===== config.mk =====
export PLATFORM = sky130hd
export DESIGN_NAME = mmio_timer
export DESIGN_NICKNAME = d
export VERILOG_FILES = /design/src/rtl/mmio_timer_pkg.sv /design/src/rtl/mmio_timer.sv
export SDC_FILE = /design/constraint.sdc
export NUM_CORES = 1
export LEC_CHECK = 0
export ABC_AREA = 1
export BUFFER_PORTS_ARGS = -buffer_cell sky130_fd_sc_hd__buf_2
export CORE_AREA = 4 4 98 100
export DETAILED_ROUTE_END_ITERATION = 10
export DIE_AREA = 0 0 102 104
export PLACE_DENSITY = 0.75
export SLEW_MARGIN = 20
export SYNTH_ARGS = -nofsm -noshare
export SYNTH_HDL_FRONTEND = slang
export SYNTH_SLANG_ARGS = --single-unit

===== constraint.sdc =====
create_clock -name clk -period 1.7 [get_ports clk]
set_clock_uncertainty 0.15 [all_clocks]
set_input_delay 0.085 -clock clk [delete_from_list [all_inputs] [get_ports clk]]
set_output_delay 0.085 -clock clk [all_outputs]
set_load 0.03 [all_outputs]

===== src/rtl/mmio_timer_pkg.sv =====
// Shared definitions for the memory-mapped countdown timer: register offsets,
// CTRL field layout, mode and FSM state encodings, and the bridge address window.
package mmio_timer_pkg;

  localparam logic [31:0] TIMER_ADDR_BEGIN = 32'h0000_7F10;
  localparam logic [31:0] TIMER_ADDR_END   = 32'h0000_7F1F;

  localparam logic [1:0] TIMER_REG_CTRL   = 2'd0;
  localparam logic [1:0] TIMER_REG_PRESET = 2'd1;
  localparam logic [1:0] TIMER_REG_COUNT  = 2'd2;

  localparam int TIMER_CTRL_EN_BIT   = 0;
  localparam int TIMER_CTRL_MODE_LSB = 1;
  localparam int TIMER_CTRL_IM_BIT   = 3;
  localparam int TIMER_CTRL_W        = 4;

  localparam logic [1:0] TIMER_MODE_ONESHOT = 2'b00;
  localparam logic [1:0] TIMER_MODE_RELOAD  = 2'b01;

  typedef enum logic [1:0] {
    TIMER_STATE_IDLE = 2'd0,
    TIMER_STATE_LOAD = 2'd1,
    TIMER_STATE_CNT  = 2'd2,
    TIMER_STATE_INT  = 2'd3
  } timer_state_e;

  // Packed so that the struct lines up bit-for-bit with CTRL[3:0].
  typedef struct packed {
    logic       im;
    logic [1:0] mode;
    logic       en;
  } timer_ctrl_t;

endpackage


===== src/rtl/mmio_timer.sv =====
// Memory-mapped countdown timer with CTRL/PRESET/COUNT registers, a small
// load/count/expire FSM and a maskable interrupt; reads are combinational.
module mmio_timer
  import mmio_timer_pkg::*;
#(
  parameter int CNT_W = 32
) (
  input  logic        clk,
  input  logic        reset,
  input  logic        sel,
  input  logic [3:0]  addr,
  input  logic        write_en,
  input  logic [3:0]  byte_en,
  input  logic [31:0] write_data,
  output logic [31:0] read_data,
  output logic        irq
);

  timer_ctrl_t        ctrl_q;
  timer_ctrl_t        ctrl_d;
  logic [CNT_W-1:0]   preset_q;
  logic [CNT_W-1:0]   preset_d;
  logic [CNT_W-1:0]   count_q;
  timer_state_e       state_q;
  logic               pending_q;

  logic               wr_hit;
  logic               wr_ctrl;
  logic               wr_preset;
  logic [31:0]        preset_ext;
  logic [31:0]        ctrl_merged;
  logic [31:0]        preset_merged;
  logic               unused_bits;

  function automatic logic [31:0] merge_lanes(input logic [31:0] cur,
                                              input logic [31:0] wdata,
                                              input logic [3:0]  be);
    logic [31:0] res;
    res = cur;
    for (int i = 0; i < 4; i++) begin
      if (be[i]) begin
        res[8*i +: 8] = wdata[8*i +: 8];
      end
    end
    return res;
  endfunction

  assign wr_hit    = sel & write_en;
  assign wr_ctrl   = wr_hit & (addr[3:2] == TIMER_REG_CTRL);
  assign wr_preset = wr_hit & (addr[3:2] == TIMER_REG_PRESET);

  always_comb begin
    preset_ext                = '0;
    preset_ext[CNT_W-1:0]     = preset_q;
    ctrl_merged               = merge_lanes({{(32-TIMER_CTRL_W){1'b0}}, ctrl_q},
                                            write_data, byte_en);
    preset_merged             = merge_lanes(preset_ext, write_data, byte_en);
    ctrl_d                    = timer_ctrl_t'(ctrl_merged[TIMER_CTRL_W-1:0]);
    preset_d                  = preset_merged[CNT_W-1:0];
  end

  assign unused_bits = ^{addr[1:0], ctrl_merged[31:TIMER_CTRL_W], preset_merged};

  // Register writes are applied after the FSM so a CPU store to CTRL overrides
  // the FSM's EN clear, and any CTRL/PRESET store overrides a pending set.
  always_ff @(posedge clk) begin
    if (reset) begin
      ctrl_q    <= '0;
      preset_q  <= '0;
      count_q   <= '0;
      state_q   <= TIMER_STATE_IDLE;
      pending_q <= 1'b0;
    end else begin
      case (state_q)
        TIMER_STATE_IDLE: begin
          if (ctrl_q.en) begin
            state_q <= TIMER_STATE_LOAD;
          end
        end
        TIMER_STATE_LOAD: begin
          count_q <= preset_q;
          state_q <= TIMER_STATE_CNT;
        end
        TIMER_STATE_CNT: begin
          if (!ctrl_q.en) begin
            state_q <= TIMER_STATE_IDLE;
          end else if (count_q > CNT_W'(1)) begin
            count_q <= count_q - CNT_W'(1);
          end else begin
            // Covers COUNT==1 and PRESET==0 alike: expire without wrapping.
            count_q   <= '0;
            pending_q <= 1'b1;
            state_q   <= TIMER_STATE_INT;
          end
        end
        TIMER_STATE_INT: begin
          state_q <= TIMER_STATE_IDLE;
          if (ctrl_q.mode == TIMER_MODE_RELOAD) begin
            pending_q <= 1'b0;
          end else begin
            ctrl_q.en <= 1'b0;
          end
        end
        default: state_q <= TIMER_STATE_IDLE;
      endcase

      if (wr_ctrl) begin
        ctrl_q <= ctrl_d;
      end
      if (wr_preset) begin
        preset_q <= preset_d;
      end
      if (wr_ctrl || wr_preset) begin
        pending_q <= 1'b0;
      end
    end
  end

  always_comb begin
    read_data = '0;
    if (sel) begin
      case (addr[3:2])
        TIMER_REG_CTRL:   read_data[TIMER_CTRL_W-1:0] = ctrl_q;
        TIMER_REG_PRESET: read_data[CNT_W-1:0]        = preset_q;
        TIMER_REG_COUNT:  read_data[CNT_W-1:0]        = count_q;
        default:          read_data                   = '0;
      endcase
    end
  end

  assign irq = ctrl_q.im & pending_q;

endmodule


# == Word-level counts from Yosys, hierarchy flattened ==
# Cells that the tools add are included.
# W data, S select, Z words.
# op_classes
n_addsub,1
order_cmp,1
n_eq_ne,13
muxes,18
n_bitwise,4
reduce_logical,16
# op_table
operator,count
$mux W32,3
$pmux W32 S2,1
$pmux W28 S2,1
$gt A32 B1 Y1 const B,1
$sub A32 B1 Y32 const B,1
$reduce_and A2 Y1,7
$ne A2 B2 Y1 const B,6
$pmux W4 S3,1
$pmux W2 S4,1
$mux W1,7
$eq A2 B1 Y1 const B,3
$eq A2 B2 Y1 const B,3
$mux W2,3
$reduce_bool A2 Y1,3
$and A1 B1 Y1,4
$logic_not A2 Y1,2
$reduce_and A4 Y1,1
$ne A3 B3 Y1 const B,1
$reduce_and A3 Y1,1
$pmux W1 S2,1
$reduce_or A2 Y1,1
$logic_or A1 B1 Y1,1
# word_totals
reg_bits,71
wordCells,63

# == Depth between registers and ports, before layout ==
# Gate-level depths: netlist of the first run.
# depth
depth_word,4
ltp_mapped,11

# == Worst setup path after synthesis of the first run ==
# OpenSTA, ideal clock, no wires.
# synth_path
path_kind,register to register
start,reg count_q[0]
end,reg count_q[8]
setup_ns,0.122
arrival_ns,1.456
t_required_ns,1.428
slack_ns,-0.028
path_stages_with_launch,11
path_buffers,1
period_less_slack_ns,1.728
cell_sequence,dfxtp_1 -> inv_1 -> ha_1 -> nand2_2 -> nor2_4 -> nand2_4 -> nand2_4 -> a21oi_4 -> buf_4 -> o21ai_0 -> a21oi_1
# synth_between
elab_chain_len,4
elab_cells_between_ends,5
# synth_rtl
element,line_no,rtl
start: declaration,mmio_timer.sv:23,logic [CNT_W-1:0] count_q;
start signal: assignment,mmio_timer.sv:81,count_q <= preset_q;
start signal: assignment,mmio_timer.sv:88,count_q <= count_q - CNT_W'(1);
$sub A32 B1 Y32 / $gt A32 B1 Y1 (equally long branches),"mmio_timer.sv:88, mmio_timer.sv:87",
$mux W32 (*),mmio_timer.sv:87,end else if (count_q > CNT_W'(1)) begin
$mux W32 (*),mmio_timer.sv:85,if (!ctrl_q.en) begin
$pmux W32 S2 (*),mmio_timer.sv:74,case (state_q)
# Every way passes the cells marked *; elsewhere a longest branch is shown, timed or not. The select of a mux whose other input is x is not followed.
# A chain may end at the register's enable or synchronous reset.

# == Final worst setup path of the first run ==
# layout_path
start,reg count_q[26]
end,reg count_q[26]
# The elaborated chain is that of the path after synthesis.

==> flow_metrics.tcl, run 1 <==
set metrics [dict create \
    status "complete, but fails checks" \
    violated_checks "negative setup slack" \
    ctsHtreeMaxLevel 3 \
    drv.max_cap_violation_count 0 \
    period_minus_slack_ns 1.71 \
    floorplan.initialDensity_pct 49.2 \
    syn-mean-instance-area_um2 6.27 \
    fin_ws_ns -0.0122 \
    share_of_final_layout_standard_cells_stronger_than_drive_strength_1_pct 31.5 \
    setup.worst_path.start_class "flop" \
    postRouteAntennaNets 0 \
    grt_first_pass_wirelength_mm 23.5 \
    worst_slew_pin_slew_ns 0.276 \
    static_power_due_to_leakage_nw 2.95 \
    floorplan.io_pins 77 \
    drt_first_iter_violations 420 \
    postSynthRegisterBits 71 \
    clock_path_buffers 2 \
    critical_path.slowest_cell "sky130_fd_sc_hd__dfxtp_1" \
    dieHeight_um 104 \
    global_route.overflow_total 0 \
    critPathTopFamily "simple AND/OR/NAND/NOR gates" \
    fin_crit_sh_pct 101 \
    firstDrtPassIters 5 \
    post_synth_inst_count 681 \
    hold_slack_ns 0.0226 \
    clk_pin_slew_worst_paths_ns 0.08 \
    number_of_hold_violations_in_the_final_report 0 \
    grt_antenna_before_repair 0 \
    placedInstanceArea_um2 5340 \
    postLayoutCoreUtil_pct 73.2 \
    powerDensity_nw_per_um2 670 \
    drt_drc_violations_left 0 \
    synth-main-ff-cell "sky130_fd_sc_hd__dfxtp_1" \
    detailedPlacementHpwl_mm 9.97 \
    synth_seq_area_share_pct 33.3 \
    numCtsBuffers 9 \
    synth_top_cell_area_share_pct 33.3 \
    final_max_slew_viol_count 0 \
    vias_in_the_first_global_route 4836 \
    port_buffers 74 \
    fillers 709 \
    dieArea_um2 10600 \
    post_synth_instance_area_um2 4270 \
    placementRows 34 \
    post_drt_wl_per_cell_um 15.0 \
    setup_viol 1 \
    synth-warning-count 0 \
    cp.buffers_inverters 2 \
    total_global_routing_track_utilization_pct 27.3 \
    syn-num-nets 731 \
    routed_wl_mm 14.8 \
    synth-edff-count 0 \
    gpl.final_weighted_congestion 0.934 \
    critical_path_peak_fanout 5 \
    hp-class "in2reg" \
    die_x_um 102 \
    slowest_delay_ns 0.33 \
    synth_area_leader_cell "sky130_fd_sc_hd__dfxtp_1" \
    clk_latency_ns 0.36 \
    slew_headroom_pct 81.4 \
    drt-vias-per-instance 5.28 \
    design_area_um2 6360 \
    peakVddDrop_uv 405 \
    synthTopCellsByCount "sky130_fd_sc_hd__nand2_1 (145), sky130_fd_sc_hd__nor2_1 (130), sky130_fd_sc_hd__a21oi_1 (97), sky130_fd_sc_hd__dfxtp_1 (71), sky130_fd_sc_hd__inv_1 (50)" \
    yosys.cell_count.top_type "sky130_fd_sc_hd__nand2_1" \
    area_growth_syn_to_layout_pct 48.9 \
    crit_required_ns 1.80 \
    cts_tree "built" \
    yosys-top-cells-area "sky130_fd_sc_hd__dfxtp_1 (33%), sky130_fd_sc_hd__nand2_1 (13%), sky130_fd_sc_hd__nor2_1 (11%), sky130_fd_sc_hd__a21oi_1 (11%), sky130_fd_sc_hd__o21ai_0 (5.4%)" \
    cts_num_sinks 71 \
    pre_cts_slack_ns -0.442 \
    area_of_the_core_um2 8680 \
    cp_cell_instances "nor2_1 -> nand4_1 -> nor2_4 -> buf_6 -> a21oi_4 -> buf_4 -> nand3_1 -> a21oi_1" \
    timing_worst_setup_path_type "reg2reg" \
    timing.fmax_ghz 0.584 \
    worst-endpoint-arrival_ns 1.81 \
    ff2ff_setup_slack_ns -0.01 \
    antenna_cells 0 \
    layout.nets 921 \
    cts_root_buf "sky130_fd_sc_hd__clkbuf_8" \
    critical_path.endpoint_type "flop" \
    distinct_cells_synth 31 \
    rsz_0062_raised_after_global_routing "yes" \
    maximum_number_of_pins_on_one_net_before_global_route_repair 62 \
    synth-async-reset-ratio_pct 0 \
    overall_via_count_from_detail_route 5195 \
]
-- power breakdown --
group	switching [W]	internal [W]
clock network	0.000695	0.000904
registers	0.0000244	0.00169
logic	0.000519	0.000423
total	0.00124	0.00302
-- worst min-delay path, stage by stage --
cell and delay [ns]:
sky130_fd_sc_hd__buf_2 0.10, sky130_fd_sc_hd__inv_1 0.07, sky130_fd_sc_hd__nor2_1 0.06, sky130_fd_sc_hd__o21ai_0 0.14, sky130_fd_sc_hd__nor2_1 0.04
-- layer usage --
| metal | GRT usage, % | up-vias | part of all wire [%] | routed length (µm) |
|---|---|---|---|---|
| li1 | - | 2606 | - | - |
| met5 | 0 | - | 0 | 0 |
| met2 | 43.0 | 219 | 46 | 6860 |
| met4 | 11.0 | 0 | 3.1 | 459 |
| met1 | 37.1 | 2330 | 43 | 6410 |
| met3 | 3.96 | 40 | 7.2 | 1070 |
-- placed cells by master (no fill, tap or decap), types with 3 or more instances in the layout --
cell                              n
sky130_fd_sc_hd__buf_4           81
sky130_fd_sc_hd__nand2_1        131
sky130_fd_sc_hd__inv_1           45
sky130_fd_sc_hd__nand3_2          4
sky130_fd_sc_hd__nand2_2         15
sky130_fd_sc_hd__nor2_4          21
sky130_fd_sc_hd__nand4_1          5
sky130_fd_sc_hd__buf_2           71
sky130_fd_sc_hd__buf_6           13
sky130_fd_sc_hd__nand3_1         26
sky130_fd_sc_hd__nor2_1          98
sky130_fd_sc_hd__a21oi_2          4
sky130_fd_sc_hd__nand2_4          3
sky130_fd_sc_hd__dlygate4sd3_1   35
sky130_fd_sc_hd__inv_2            8
sky130_fd_sc_hd__xor2_1           5
sky130_fd_sc_hd__dfxtp_2          8
sky130_fd_sc_hd__dfxtp_1         63
sky130_fd_sc_hd__nor2_2          17
sky130_fd_sc_hd__a21oi_4          3
sky130_fd_sc_hd__a21oi_1         93
sky130_fd_sc_hd__xnor2_1          4
sky130_fd_sc_hd__o21ai_1         34
sky130_fd_sc_hd__o21bai_1         3
sky130_fd_sc_hd__buf_12           5
sky130_fd_sc_hd__o21ai_0         43
sky130_fd_sc_hd__clkbuf_8        11
sky130_fd_sc_hd__ha_1             5
-- logic make-up after synthesis --
group	count (synthesis)	share of synthesized area, %
adder cells (fa/ha/maj)	6	1.76
AO/OA/AOI/OAI	186	23.0
AND/OR/NAND/NOR	327	31.4
XOR/XNOR	10	2.05
flip-flops	71	33.3
buffers and inverters	81	8.44
-- layout make-up --
class	count	area [µm²]	area share, %
multi-input combinational	530	2790	43.9
timing repair buffer	206	1570	24.7
sequential	71	1430	22.5
inverter	53	199	3.13
clock buffer	11	151	2.38
tap	108	135	2.13
clock inverter	5	80.1	1.26
-- per-stage QoR --
stage	power [W]	cells	setup TNS (ns)
2_1_floorplan	0.00217	681	0
3_3_place_gp	0.00248	923	-9.29
3_5_place_dp	0.00249	923	-11.47
4_1_cts	0.00418	981	0
5_1_grt	0.00444	984	-0.948
6_report	0.00426	984	-0.0122
-- path summary, 6_finish.rpt --
| check | startpoint | to | cells after the start |
|---|---|---|---|
| max reg2reg | count_q[26]$_SDFFE_PP0P_ | count_q[26]$_SDFFE_PP0P_ | 8 |
| min reg2reg | pending_q$_SDFFE_PP0P_ | pending_q$_SDFFE_PP0P_ | 2 |
| max | count_q[26]$_SDFFE_PP0P_ | count_q[26]$_SDFFE_PP0P_ | 8 |
| min | byte_en[0] | ctrl_q[3]$_SDFFE_PP0P_ | 5 |
-- sequential cells by signal (all words and copies together), names as in the netlist --
| name | flops |
|---|---|
| state_q | 2 |
| count_q | 32 |
| pending_q | 1 |
| ctrl_q | 4 |
| preset_ext | 32 |
-- timing repair --
item | 4_1_cts | 5_1_grt
gates cloned | 1 | 0
setup buffers | 6 | 4
gates resized for setup | 16 | 97
hold buffers | 35 | 0
endpoints found under the hold margin | 39 | 0
pin swaps | 4 | 33
endpoints found under the setup margin | 31 | 37
Note: power is estimated with default switching activity, not from simulation.
==> run 2, diff against run 1 <==
- CTS_BUF_LIST: unset -> sky130_fd_sc_hd__clkbuf_4 sky130_fd_sc_hd__clkbuf_8 sky130_fd_sc_hd__clkbuf_16
- HOLD_SLACK_MARGIN: unset -> 0.1
==> run 2 against run 1 <==
The run still ends with negative setup slack left. Critical path depth unchanged. Critical path type unchanged. Core utilization increased by 0.63 points. Die area unchanged. Maximum frequency decreased by 0.91%. Non-clock buffer count increased by 5. Worst hold slack improved by 0.14 ns. Largest power group unchanged. Critical endpoint unchanged. Clock power about the same. Largest cell class unchanged. Routed wire length increased by 1.0%. First-iteration DRC count decreased by 24%. Sequential power about the same.
==> flow_metrics.tcl, run 2 (synthesized netlist as in run 1, its figures left out) <==
set metrics [dict create \
    status "complete, but fails checks" \
    violated_checks "negative setup slack" \
    ff2ff_setup_slack_ns -0.03 \
    clk_pin_slew_worst_paths_ns 0.08 \
    share_of_final_layout_standard_cells_stronger_than_drive_strength_1_pct 31.3 \
    internal-power_w 0.00303 \
    drt_first_iter_violations 320 \
    post_drt_wl_per_cell_um 15.1 \
    number_of_hold_violations_in_the_final_report 0 \
    worst-endpoint-arrival_ns 1.87 \
    clock_path_buffers 2 \
    most-common-layout-cells "sky130_fd_sc_hd__nand2_1 (131), sky130_fd_sc_hd__nor2_1 (98), sky130_fd_sc_hd__a21oi_1 (93)" \
    cts_num_sinks 71 \
    drt_drc_violations_left 0 \
    static_power_due_to_leakage_nw 2.97 \
    floorplan.initialDensity_pct 49.2 \
    p_sw_share_pct 29.1 \
    area_growth_syn_to_layout_pct 50.2 \
    drt-vias-per-instance 5.30 \
    fillers 697 \
    final_max_slew_viol_count 0 \
    gpl.final_weighted_congestion 0.934 \
    r2r_end "count_q[26]$_SDFFE_PP0P_" \
    hp-class "in2reg" \
    firstDrtPassIters 5 \
    total_power_w 0.00427 \
    die_x_um 102 \
    maximum_number_of_pins_on_one_net_before_global_route_repair 62 \
    period_minus_slack_ns 1.73 \
    numCtsBuffers 9 \
    powerDensity_nw_per_um2 666 \
    clock_power_share_pct 37.4 \
    peakVddDrop_uv 405 \
    layout.cells.most_common "sky130_fd_sc_hd__nand2_1" \
    r2r_cells 8 \
    global_route.overflow_total 0 \
    overall_via_count_from_detail_route 5237 \
    crit_required_ns 1.84 \
    worst_hold_path.num_cells 7 \
    worst_slew_pin_slew_ns 0.276 \
    clk_latency_ns 0.36 \
    fin_ws_ns -0.0280 \
    postRouteAntennaNets 0 \
    dieHeight_um 104 \
    antenna_cells 0 \
    fin_crit_sh_pct 102 \
    critical_path.endpoint_type "flop" \
    ctsHtreeMaxLevel 3 \
    timing_worst_setup_path_type "reg2reg" \
    timing.fmax_ghz 0.579 \
    timing.rr.start "count_q[4]$_SDFFE_PP0P_" \
    routed_wl_mm 15.0 \
    switching_power_w 0.00124 \
    cts_root_buf "sky130_fd_sc_hd__clkbuf_8" \
    seq_power_share_pct 40.2 \
    finalNonFillerCells 989 \
    worstHoldEndpoint "ctrl_q[3]$_SDFFE_PP0P_" \
    hold_slack_ns 0.167 \
    grt_first_pass_wirelength_mm 23.6 \
    detailedPlacementHpwl_mm 9.97 \
    layout.nets 926 \
    power_frac_comb_pct 22.3 \
    dieArea_um2 10600 \
    floorplan.io_pins 77 \
    placementRows 34 \
    setup.worst_path.start_class "flop" \
    total_global_routing_track_utilization_pct 27.5 \
    drv.max_cap_violation_count 0 \
    critical_path_peak_fanout 3 \
    area_of_the_core_um2 8680 \
    port_buffers 74 \
    grt_antenna_before_repair 0 \
    min_from "sel" \
    rsz_0062_raised_after_global_routing "yes" \
    setup_viol 1 \
    placedCellCount 923 \
    slew_headroom_pct 81.4 \
    vias_in_the_first_global_route 4885 \
    cts_tree "built" \
]
==> run 2: area by class of cell <==
class                      instances  area (µm²)  area share, %
sequential                        71        1430           22.3
clock inverter                     5        80.1           1.25
timing repair buffer             211        1620           25.2
clock buffer                      11         151           2.36
inverter                          53         199           3.10
multi-input combinational        530        2800           43.6
tap                              108         135           2.11
==> run 2: how the worst max path moves through the flow <==
stage	startpoint	endpoint	slack, ns
after floorplan	count_q[0]$_SDFFE_PP0P_	count_q[8]$_SDFFE_PP0P_	0.04
after global placement	count_q[0]$_SDFFE_PP0P_	count_q[16]$_SDFFE_PP0P_	-0.37
after detailed placement	count_q[0]$_SDFFE_PP0P_	count_q[4]$_SDFFE_PP0P_	-0.44
after CTS	count_q[20]$_SDFFE_PP0P_	pending_q$_SDFFE_PP0P_	0.0002
after global routing	count_q[2]$_SDFFE_PP0P_	count_q[26]$_SDFFE_PP0P_	-0.09
final	count_q[4]$_SDFFE_PP0P_	count_q[26]$_SDFFE_PP0P_	-0.03
==> run 2: metrics by stage <==
stage                     setup WS (ns)  cell area (µm²)  util [%]  TNS, ns
after CTS                      0.000191             6080      70.0        0
after global placement           -0.367             5340      61.5    -9.29
after floorplan                  0.0410             4270         -        0
after global routing            -0.0913             6410      73.9   -0.942
final                           -0.0280             6410      73.9  -0.0280
after detailed placement         -0.442             5340      61.5   -11.47
==> run 2: metal layers <==
| metal | global-route usage [%] | wire, µm | up-vias |
|---|---|---|---|
| met5 | 0 | 0 | - |
| met4 | 11.0 | 458 | 0 |
| met3 | 3.96 | 914 | 39 |
| met2 | 43.4 | 6990 | 200 |
| li1 | - | - | 2618 |
| met1 | 37.3 | 6590 | 2380 |
==> run 2: power groups by stage <==
stage,Combinational [W],Clock (W),Sequential [W]
2_1_floorplan,0.000415,0,0.00175
3_3_place_gp,0.000733,0,0.00175
3_5_place_dp,0.000739,0,0.00175
4_1_cts,0.000845,0.00162,0.00171
5_1_grt,0.00104,0.00169,0.00172
6_report,0.000953,0.00160,0.00172
==> run 2: worst max-delay path: stages, from the launching register on <==
cell and delay, ns:
sky130_fd_sc_hd__dfxtp_2 0.33, sky130_fd_sc_hd__nor2_1 0.20, sky130_fd_sc_hd__nand2_1 0.13, sky130_fd_sc_hd__buf_4 0.16, sky130_fd_sc_hd__nor2_1 0.10, sky130_fd_sc_hd__nand2_1 0.10
sky130_fd_sc_hd__o21ai_0 0.21, sky130_fd_sc_hd__nand3_1 0.12, sky130_fd_sc_hd__a21oi_1 0.15
==> run 2: what timing repair did <==
item	4_1_cts	5_1_grt
cloned	1	0
hold endpoints to repair	39	0
endpoints found under the setup margin	31	36
hold buffers	40	0
setup buffers	6	4
pin swaps	4	33
resized for setup	16	97
